==> src/rtl/evm_pkg.sv <==
// Shared types and constants for the EVM ballot controller.
// Optional VVPAT slip printing is enabled with the EVM_VVPAT_EN macro.
package evm_pkg;

  localparam int NUM_CAND = 4;
  localparam int CAND_W   = 2;
  localparam int CNT_W    = 3;
  localparam int POP_W    = $clog2(NUM_CAND + 1);

  typedef enum logic [2:0] {
    IDLE,
    ARMED,
    PRINT,
    ISSUE,
    LOCKOUT,
    RELEASE,
    CLOSED
  } state_t;

  // Number of pressed keys in a synchronized key vector.
  function automatic logic [POP_W-1:0] popcount(input logic [NUM_CAND-1:0] v);
    logic [POP_W-1:0] n;
    n = '0;
    for (int i = 0; i < NUM_CAND; i++) n += POP_W'(v[i]);
    return n;
  endfunction

  // Vote counter increment that sticks at the limit instead of wrapping.
  function automatic logic [CNT_W-1:0] sat_inc(input logic [CNT_W-1:0] v,
                                               input logic [CNT_W-1:0] lim);
    return (v >= lim) ? lim : v + 1'b1;
  endfunction

endpackage

==> src/rtl/evm_ballot_ctrl_if.sv <==
// Vote bus to the EVM counters plus the VVPAT printer handshake.
// vvpat_* signals only carry traffic when EVM_VVPAT_EN is defined.
interface evm_ballot_ctrl_if;
  import evm_pkg::*;

  logic [CAND_W-1:0] evm_candidate;
  logic              evm_vote;
  logic              vvpat_req;
  logic [CAND_W-1:0] vvpat_cand;
  logic              vvpat_ack;

  modport master (
    output evm_candidate, evm_vote, vvpat_req, vvpat_cand,
    input  vvpat_ack
  );

  modport slave (
    input  evm_candidate, evm_vote, vvpat_req, vvpat_cand,
    output vvpat_ack
  );
endinterface

==> src/rtl/evm_key_sync.sv <==
// Two-flop synchronizer for the raw booth keys, followed by one-hot /
// multi-press decode and candidate index encode of the synchronized vector.
module evm_key_sync
  import evm_pkg::*;
(
  input  logic                clk,
  input  logic                reset_n,
  input  logic [NUM_CAND-1:0] key,
  output logic [NUM_CAND-1:0] ks,
  output logic                valid,
  output logic                multi,
  output logic [CAND_W-1:0]   idx
);

  logic [NUM_CAND-1:0] meta;
  logic [POP_W-1:0]    ones;

  // Synchronizer chain: key -> meta -> ks.
  // NOTE: the synchronizer flops are reset as well, so ks reads all-zero
  // (no key) immediately after reset instead of replaying stale presses.
  always_ff @(posedge clk or negedge reset_n) begin
    if (!reset_n) begin
      meta <= '0;
      ks   <= '0;
    end else begin
      // NOTE: non-blocking assignments make both flops sample together, so
      // the chain really is two stages deep.
      meta <= key;
      ks   <= meta;
    end
  end

  assign ones  = popcount(ks);
  assign valid = (ones == POP_W'(1));
  assign multi = (ones >= POP_W'(2));

  // Encode the set bit; only meaningful when valid is high.
  always_comb begin
    // NOTE: default first so every path assigns idx and no latch is inferred.
    idx = '0;
    for (int i = 0; i < NUM_CAND; i++) begin
      if (ks[i]) idx = CAND_W'(i);
    end
  end

endmodule

==> src/rtl/evm_ballot_ctrl.sv <==
// Polling-booth sequencer: arms one ballot at a time, validates the
// synchronized candidate key, issues a single-cycle vote strobe, and
// enforces lockout, key release, timeout and poll-close rules.
// Optional macro EVM_VVPAT_EN inserts a PRINT state waiting on the printer.
// MAX_VOTERS must not exceed 7 (3-bit EVM counters).
module evm_ballot_ctrl
  import evm_pkg::*;
#(
  parameter int TIMEOUT_CYCLES = 1000,
  parameter int LOCKOUT_CYCLES = 8,
  parameter int MAX_VOTERS     = 7
) (
  input  logic                clk,
  input  logic                reset_n,
  input  logic                ballot_en,
  input  logic                close_poll,
  input  logic [NUM_CAND-1:0] key,
  evm_ballot_ctrl_if.master   evm,
  output logic                ready_led,
  output logic                beep,
  output logic                invalid_press,
  output logic                timeout,
  output logic                poll_closed,
  output logic [CNT_W-1:0]    voters_cast
);

  localparam int TMR_W = $clog2(TIMEOUT_CYCLES + 1);
  localparam int LCK_W = $clog2(LOCKOUT_CYCLES + 1);
  localparam logic [CNT_W-1:0] MAX_CNT = CNT_W'(MAX_VOTERS);

  logic [NUM_CAND-1:0] ks;
  logic                valid;
  logic                multi;
  logic [CAND_W-1:0]   idx;

  state_t            state;
  logic [TMR_W-1:0]  timer;
  logic [LCK_W-1:0]  lock_cnt;
  logic              close_pend;
  logic              vote_q;
  logic [CAND_W-1:0] cand_q;

  evm_key_sync u_key_sync (
    .clk     (clk),
    .reset_n (reset_n),
    .key     (key),
    .ks      (ks),
    .valid   (valid),
    .multi   (multi),
    .idx     (idx)
  );

`ifdef EVM_VVPAT_EN
  logic              vreq_q;
  logic [CAND_W-1:0] vcand_q;
  assign evm.vvpat_req  = vreq_q;
  assign evm.vvpat_cand = vcand_q;
`else
  assign evm.vvpat_req  = 1'b0;
  assign evm.vvpat_cand = '0;
`endif

  assign evm.evm_vote      = vote_q;
  assign evm.evm_candidate = cand_q;

  // Ballot FSM with registered outputs; pulses default low every cycle.
  always_ff @(posedge clk or negedge reset_n) begin
    if (!reset_n) begin
      state         <= IDLE;
      timer         <= '0;
      lock_cnt      <= '0;
      close_pend    <= 1'b0;
      vote_q        <= 1'b0;
      cand_q        <= '0;
      ready_led     <= 1'b0;
      beep          <= 1'b0;
      invalid_press <= 1'b0;
      timeout       <= 1'b0;
      poll_closed   <= 1'b0;
      voters_cast   <= '0;
`ifdef EVM_VVPAT_EN
      vreq_q        <= 1'b0;
      vcand_q       <= '0;
`endif
    end else begin
      vote_q        <= 1'b0;
      invalid_press <= 1'b0;
      timeout       <= 1'b0;

      // A close request during a ballot is remembered until the ballot ends.
      if (close_poll && state != IDLE) close_pend <= 1'b1;

      case (state)
        IDLE: begin
          if (close_poll || close_pend) begin
            state       <= CLOSED;
            poll_closed <= 1'b1;
          end else if (ballot_en && ks == '0) begin
            state     <= ARMED;
            ready_led <= 1'b1;
            timer     <= TMR_W'(TIMEOUT_CYCLES - 1);
          end
        end

        ARMED: begin
          if (valid) begin
            ready_led <= 1'b0;
`ifdef EVM_VVPAT_EN
            state   <= PRINT;
            vreq_q  <= 1'b1;
            vcand_q <= idx;
`else
            state       <= ISSUE;
            vote_q      <= 1'b1;
            cand_q      <= idx;
            voters_cast <= sat_inc(voters_cast, MAX_CNT);
`endif
          end else if (multi) begin
            invalid_press <= 1'b1;
            if (timer != '0) timer <= timer - 1'b1;
          end else if (timer == '0) begin
            state     <= IDLE;
            ready_led <= 1'b0;
            timeout   <= 1'b1;
          end else begin
            timer <= timer - 1'b1;
          end
        end

`ifdef EVM_VVPAT_EN
        // Slip request held until the printer acknowledges; keys ignored.
        PRINT: begin
          if (evm.vvpat_ack) begin
            state       <= ISSUE;
            vreq_q      <= 1'b0;
            vote_q      <= 1'b1;
            cand_q      <= vcand_q;
            voters_cast <= sat_inc(voters_cast, MAX_CNT);
          end
        end
`endif

        ISSUE: begin
          state    <= LOCKOUT;
          beep     <= 1'b1;
          lock_cnt <= LCK_W'(LOCKOUT_CYCLES - 1);
        end

        LOCKOUT: begin
          if (lock_cnt == '0) begin
            state <= RELEASE;
            beep  <= 1'b0;
          end else begin
            lock_cnt <= lock_cnt - 1'b1;
          end
        end

        RELEASE: begin
          if (ks == '0) begin
            if (voters_cast == MAX_CNT || close_pend) begin
              state       <= CLOSED;
              poll_closed <= 1'b1;
            end else begin
              state <= IDLE;
            end
          end
        end

        CLOSED: ;

        default: state <= IDLE;
      endcase
    end
  end

endmodule

==> src/flat_wrapper.sv <==
// flat-port wrapper written by rule: the top's interface ports become plain ports
module evm_ballot_ctrl_flat import evm_pkg::*;
#(
  parameter int TIMEOUT_CYCLES = 1000,
  parameter int LOCKOUT_CYCLES = 8,
  parameter int MAX_VOTERS     = 7
)
  (clk, reset_n, ballot_en, close_poll, key, ready_led, beep, invalid_press, timeout, poll_closed, voters_cast, evm_evm_candidate, evm_evm_vote, evm_vvpat_req, evm_vvpat_cand, evm_vvpat_ack);
  evm_ballot_ctrl_if evm_i ();
  input  logic clk;
  input  logic reset_n;
  input  logic ballot_en;
  input  logic close_poll;
  input  logic [NUM_CAND-1:0] key;
  output logic ready_led;
  output logic beep;
  output logic invalid_press;
  output logic timeout;
  output logic poll_closed;
  output logic [CNT_W-1:0] voters_cast;
  output wire logic [$bits(evm_i.evm_candidate)-1:0] evm_evm_candidate;
  output wire logic [$bits(evm_i.evm_vote)-1:0] evm_evm_vote;
  output wire logic [$bits(evm_i.vvpat_req)-1:0] evm_vvpat_req;
  output wire logic [$bits(evm_i.vvpat_cand)-1:0] evm_vvpat_cand;
  input wire logic [$bits(evm_i.vvpat_ack)-1:0] evm_vvpat_ack;
  assign evm_evm_candidate = evm_i.evm_candidate;
  assign evm_evm_vote = evm_i.evm_vote;
  assign evm_vvpat_req = evm_i.vvpat_req;
  assign evm_vvpat_cand = evm_i.vvpat_cand;
  assign evm_i.vvpat_ack = evm_vvpat_ack;
  evm_ballot_ctrl #(.TIMEOUT_CYCLES(TIMEOUT_CYCLES), .LOCKOUT_CYCLES(LOCKOUT_CYCLES), .MAX_VOTERS(MAX_VOTERS)) u_core (.clk(clk), .reset_n(reset_n), .ballot_en(ballot_en), .close_poll(close_poll), .key(key), .evm(evm_i), .ready_led(ready_led), .beep(beep), .invalid_press(invalid_press), .timeout(timeout), .poll_closed(poll_closed), .voters_cast(voters_cast));
endmodule
==> config.mk <==
export PLATFORM = sky130hd
export DESIGN_NAME = evm_ballot_ctrl_flat
export DESIGN_NICKNAME = d
export VERILOG_FILES = /design/src/rtl/evm_pkg.sv /design/src/rtl/evm_ballot_ctrl_if.sv /design/src/rtl/evm_key_sync.sv /design/src/rtl/evm_ballot_ctrl.sv /design/src/flat_wrapper.sv
export SDC_FILE = /design/constraint.sdc
export NUM_CORES = 1
export LEC_CHECK = 0
export CAP_MARGIN = 0
export CORE_MARGIN = 3
export CORE_UTILIZATION = 49
export CTS_CLUSTER_DIAMETER = 120
export DETAILED_ROUTE_END_ITERATION = 8
export PLACE_DENSITY = 0.79
export SETUP_SLACK_MARGIN = 0.15
export SYNTH_ARGS = -nofsm -noshare
export SYNTH_HDL_FRONTEND = slang
export SYNTH_SLANG_ARGS = --single-unit
==> constraint.sdc <==
create_clock -name clk -period 3 [get_ports clk]
set_input_delay 0.3 -clock clk [delete_from_list [all_inputs] [get_ports clk]]
set_output_delay 0.3 -clock clk [all_outputs]
set_load 0.02 [all_outputs]
==> results of run 1 <==
layer usage:
| layer | global-route usage [%] | wire, µm | vias up |
|---|---|---|---|
| li1 | - | - | 751 |
| met3 | 5.09 | 140 | 4 |
| met5 | 0 | 0 | - |
| met1 | 23.4 | 1790 | 729 |
| met4 | 6.95 | 48 | 0 |
| met2 | 24.8 | 1640 | 32 |
Yosys cell counts (2+ instances only):
library cell	number
nor2_1	20
dfrtp_1	37
and3_1	2
nor4_1	5
nand3_1	5
ha_1	9
nor3_1	5
nand2_1	18
o21ai_0	18
o21bai_1	2
a211oi_1	2
a31oi_1	2
or3b_2	2
or4_4	2
nand2b_1	2
a21boi_0	2
or3_1	2
clkbuf_1	4
o211ai_1	2
inv_1	15
a21oi_1	10
mux2i_1	2
buf_4	3
registers in the layout, summed over array words and instances, names as in the netlist, 2 cells and up:
signal	cells
u_core.lock_cnt	4
u_core.u_key_sync.meta	4
u_core.state	3
u_core.u_key_sync.ks	4
u_core.timer	10
u_core.evm.evm_candidate	2
u_core.voters_cast	3
where the power goes:
part           internal [mW]  total, mW  leakage, nW  switching [mW]
logic                 0.0315     0.0661        0.578          0.0347
clock network          0.182      0.340       0.0443           0.158
registers              0.505      0.508        0.460         0.00304
cell type report:
| cell class | count | area (µm²) |
|---|---|---|
| multi-input combinational | 139 | 918 |
| fill | 324 | 1420 |
| sequential | 37 | 926 |
| inverter | 16 | 60.1 |
| timing repair buffer | 28 | 250 |
| tap | 48 | 60.1 |
| clock buffer | 7 | 86.3 |
path summary, 6_finish.rpt:
kind	start	end	cells after the start
setup reg to reg	u_core.u_key_sync.ks[0]	u_core.state[1]	11
hold reg to reg	u_core.u_key_sync.meta[3]	u_core.u_key_sync.ks[3]	0
hold / removal	reset_n	u_core.voters_cast[0]	1
min in group clk	u_core.u_key_sync.meta[3]	u_core.u_key_sync.ks[3]	0
setup / recovery	u_core.u_key_sync.ks[0]	u_core.state[1]	11
max in group asynchronous	reset_n	u_core.lock_cnt[1]	1
repair_timing:
item,CTS,global route
pin swaps,3,4
hold buffers,0,0
buffers inserted,2,4
resized for setup,5,2
setup endpoints to repair,2,3
worst max-delay path: cells and delay by family (launching register included):
kind                     cells  cell delay (ps)
multiplexers                 1              310
adder cells (fa/ha/maj)      3              890
flip-flops                   1              350
AND/OR/NAND/NOR              3             1020
buffers and inverters        3              160
AO/OA/AOI/OAI                1               40
logic make-up (layout without fill, tap and decap cells):
logic type / after synthesis / in the layout / share of synthesized area, %
AOI/OAI and AO/OA: 48 / 48 / 15.5
xor gates and xnor gates: 1 / 1 / 0.459
adders and majority gates: 10 / 10 / 6.96
buffers and inverters: 24 / 51 / 5.38
DFF: 37 / 37 / 48.6
muxes: 4 / 4 / 2.43
other: 1 / 3 / 0.197
and+or+nand+nor: 73 / 73 / 20.5
metrics by stage:
stage          power [mW]  hold slack [ps]  setup WS [ps]
2_1_floorplan       0.549             4.41            152
3_3_place_gp        0.571              333            111
3_5_place_dp        0.574              336           56.7
4_1_cts             0.919              126            142
5_1_grt             0.950              148           70.0
6_report            0.914             87.1            119
==> impl_metrics.yaml, run 1 <==
placed_design:
  place.gp.congestion: 0.811
  place_area_mm2: 0.00215
  dp_hpwl_um: 2500
  placedCellCount: 262
  io_buffers: 18
power:
  power_density_mw_per_mm2: 397
  ir_drop_uv: 295
  leakage_nw: 1.08
setup_path:
  end_kind: "flip-flop"
  cpPeakStageDelay_ps: 540
  r2r_setup_slack_ps: 120
  arrival_ps: 3050
  cp_cell_sequence: "inv_2 -> fa_1 -> inv_1 -> ha_2 -> inv_2 -> ha_4 -> or3b_4 -> nand2_4 -> a21oi_2 -> or4_4 -> mux2_4"
  cp_common_cell: "inv_2"
  cp-start-kind: "flip-flop"
  cp_data_required_time_ps: 3170
  crit_type: "flip-flop to flip-flop"
  cp_max_fo: 3
  crit_slowest_cell: "or4_4"
drt:
  drt_iter0_markers: 79
  totalWireLength_um: 3620
  first_pass_iters: 4
  postRouteAntennaNets: 0
  vias: 1516
  vias_per_cell: 5.51
  post_drt_wl_per_cell_um: 13.1
  drc: 0
layout:
  areaGrowthSynthToFinish_pct: 20.7
  n_antenna_cell: 0
  drive_above_1_share_pct: 15.9
  final_nets: 246
  fin_cells: 275
  final_area_mm2: 0.00230
  fin_util_pct: 61.9
  most-common-layout-cells: "dfrtp_1 (37), nor2_1 (20), o21ai_0 (18)"
  mostFrequentLayoutCell: "dfrtp_1"
logic_synthesis:
  synth_top_area_share_pct: 48.6
  synth-edff-count: 0
  synthesis.area_mm2: 0.00191
  synth.area.top_cells: "dfrtp_1 (49%), ha_1 (5.9%), o21ai_0 (4.7%)"
  ys_ff_latch: 37
  synth_cell_type_count: 50
  synth_top_cell_by_area: "dfrtp_1"
  synthArstFlopShare_pct: 100
  yosys_warnings: 0
  ys_seq_area_share_pct: 48.6
  syn-instance-count: 198
  ys.flop_type: "dfrtp_1"
  avgSynthCellArea_um2: 9.63
run_status:
  outcome: "finished clean"
die:
  rows: 22
  dieArea_mm2: 0.00468
  start_util_pct: 51.3
  pin_count: 23
  die_w_um: 68.4
  coreArea_mm2: 0.00372
  die_y_um: 68.4
clocking:
  clkSinkCount: 37
  cts_made_buffers: 5
  h-tree-depth: 2
  cts_root_buf: "clkbuf_8"
  clock_latency_ps: 280
  clk_pin_slew_ps: 70
  cts_buffer_depth: 2
  cts_tree: "done"
timing:
  final.setup_skew_ps: 7.42
  rsz0062_at_grt: "yes"
  worst_slew_pin_slew_ps: 775
  drv_slew: 0
  hold_viol_final: 0
  period_share_pct: 96.0
  fmax_mhz: 347
  finalSetupTns_ps: 0
  setup_viol_count_final: 0
  maxSlewHeadroom_pct: 48.3
  period_needed_ps: 2880
global_route:
  antenna_found_initial: 0
  first_global_vias: 1320
  grt_use_total_pct: 17.0
  grt_max_degree: 38
  grt_pass1_wl_um: 5850
  overflow: 0
job:
  maxCapViolCount: 0
min_path:
  hold_class: "input pin to asynchronous set/reset pin"
(Power assumes the default switching activity.)
==> inputs of run 2 (changes only) <==
Settings changed: CTS_CLUSTER_SIZE from default to 20, SKIP_LAST_GASP from default to 1.
==> results of run 2 <==
The final DEF is identical to that of run 1; final timing and power are the same.
==> inputs of run 3 (changes only) <==
Settings changed: GPL_ROUTABILITY_DRIVEN from default to 0, PLACE_DENSITY 0.79 to 0.72.
==> run 3 against run 2 <==
Against the previous run: cell area is 1.6% higher; clock skew about the same; flip-flop and latch count did not move; sequential power barely moved; combinational power grew 13%; via count up 4.3%; routed wire length increased by 13%; fmax is 1.1% higher; register-to-register slack better by 30 ps; clock-buffer cell count fell by 1.
==> impl_metrics.yaml, run 3 (synthesis results as in run 1) <==
run_status:
  outcome: "finished clean"
clocking:
  cts_root_buf: "clkbuf_8"
  clock_latency_ps: 300
  cts_tree: "done"
  cts_buffer_depth: 2
  cts_made_buffers: 5
  h-tree-depth: 2
  clkSinkCount: 37
  clk_pin_slew_ps: 70
drt:
  first_pass_iters: 5
  drt_iter0_markers: 104
  post_drt_wl_per_cell_um: 14.8
  wl_met3_um: 243
  postRouteAntennaNets: 0
  m1WireLength_um: 1720
  drc: 0
  wl_met2_um: 2030
  vias: 1581
  vias_per_cell: 5.73
  totalWireLength_um: 4090
  routed.top_layer: "met4"
die:
  rows: 22
  pin_count: 23
  coreArea_mm2: 0.00372
  die_y_um: 68.4
  start_util_pct: 51.3
  dieArea_mm2: 0.00468
  die_w_um: 68.4
placed_design:
  io_buffers: 18
  dp_hpwl_um: 2980
  place_area_mm2: 0.00217
  placedCellCount: 264
power:
  leakage_nw: 1.08
  ir_drop_uv: 239
  power_density_mw_per_mm2: 392
timing:
  period_share_pct: 95.0
  final.setup_skew_ps: 6.95
  hold_viol_final: 0
  setup_viol_count_final: 0
  rsz0062_at_grt: "yes"
  drv_slew: 0
  fmax_mhz: 351
  maxSlewHeadroom_pct: 41.2
  worst_slew_pin_slew_ps: 879
  finalSetupTns_ps: 0
  period_needed_ps: 2850
global_route:
  first_global_vias: 1554
  overflow: 0
  grt_use_total_pct: 20.1
  grt_max_degree: 21
  grt_pass1_wl_um: 6830
  antenna_found_initial: 0
setup_path:
  crit_family: "simple AND/OR/NAND/NOR gates"
  timing.rr.start: "u_core.u_key_sync.ks[3]"
  end_kind: "flip-flop"
  path_buf_inv: 3
  cp_common_cell: "inv_2"
  cp_data_required_time_ps: 3190
  path_depth: 11
  arrival_ps: 3040
  startpoint: "u_core.u_key_sync.ks[3]"
  crit_slowest_cell: "fa_1"
  cp_cell_sequence: "inv_2 -> fa_1 -> inv_2 -> ha_4 -> inv_2 -> ha_4 -> or3b_4 -> nand2_4 -> a21oi_2 -> or4_4 -> mux2_4"
  cp-start-kind: "flip-flop"
  reg2reg_depth: 11
  cpPeakStageDelay_ps: 510
  crit_type: "flip-flop to flip-flop"
  cp_max_fo: 3
layout:
  n_antenna_cell: 0
  mostFrequentLayoutCell: "dfrtp_1"
  regArea_um2: 926
  areaGrowthSynthToFinish_pct: 22.6
  drive_above_1_share_pct: 17.5
  final_nets: 246
  final_area_mm2: 0.00234
  multi_input_area_um2: 951
  fillers: 328
  largest_reg_flops: 10
  regMostFlops: "u_core.timer"
  fin_cells: 276
  most-common-layout-cells: "dfrtp_1 (37), nor2_1 (20), o21ai_0 (18), clkdlybuf4s50_1 (18), nand2_1 (17)"
min_path:
  hold_class: "flip-flop to flip-flop"
  hold_start: "u_core.u_key_sync.meta[0]"
  min_path_cells: 0
job:
  maxCapViolCount: 0
run 3: area by class of cell:
cell class              count  share of cell area (%)
well taps                  48                    2.57
repair buffers             28                    11.1
inverters                  16                    2.57
flip-flops and latches     37                    39.6
clock inverters             2                   0.428
multi-input cells         139                    40.7
clock buffers               6                    3.10
run 3: stage by stage:
stage                     hold WS, ps  power, mW  setup slack, ps  util, %
after global routing              369      0.963             54.5     62.9
after CTS                         355      0.924              154     62.2
after floorplan                  4.41      0.549              152        -
after detailed placement          337      0.578             19.1     58.4
after global placement            333      0.574              101     58.4
final                             351      0.916              150     62.9
run 3: where the power goes:
group	switching, mW	internal, mW
clock network	0.173	0.161
registers	0.00319	0.505
logic	0.0382	0.0363
run 3: layer usage:
layer / GRT usage (%) / vias to the layer above
li1: - / 751
met1: 24.9 / 772
met2: 32.3 / 49
met3: 5.09 / 9
met4: 9.93 / 0
met5: 0 / -
run 3: timing repair:
action                                  in CTS  in global routing
hold buffers                                 0                  0
pin swaps                                    3                  0
gates resized for setup                      8                  6
endpoints found under the setup margin       3                  7
buffers inserted                             4                  0
run 3: final timing paths:
| path | to | slack (ps) |
|---|---|---|
| worst max-delay path | u_core.state[1] | 150 |
| max in group asynchronous | u_core.lock_cnt[2] | 1830 |
| worst max register to register | u_core.state[1] | 150 |
| worst min register to register | u_core.u_key_sync.ks[0] | 350 |
| min in group asynchronous | u_core.timeout | 510 |
| worst min-delay path | u_core.u_key_sync.ks[0] | 350 |
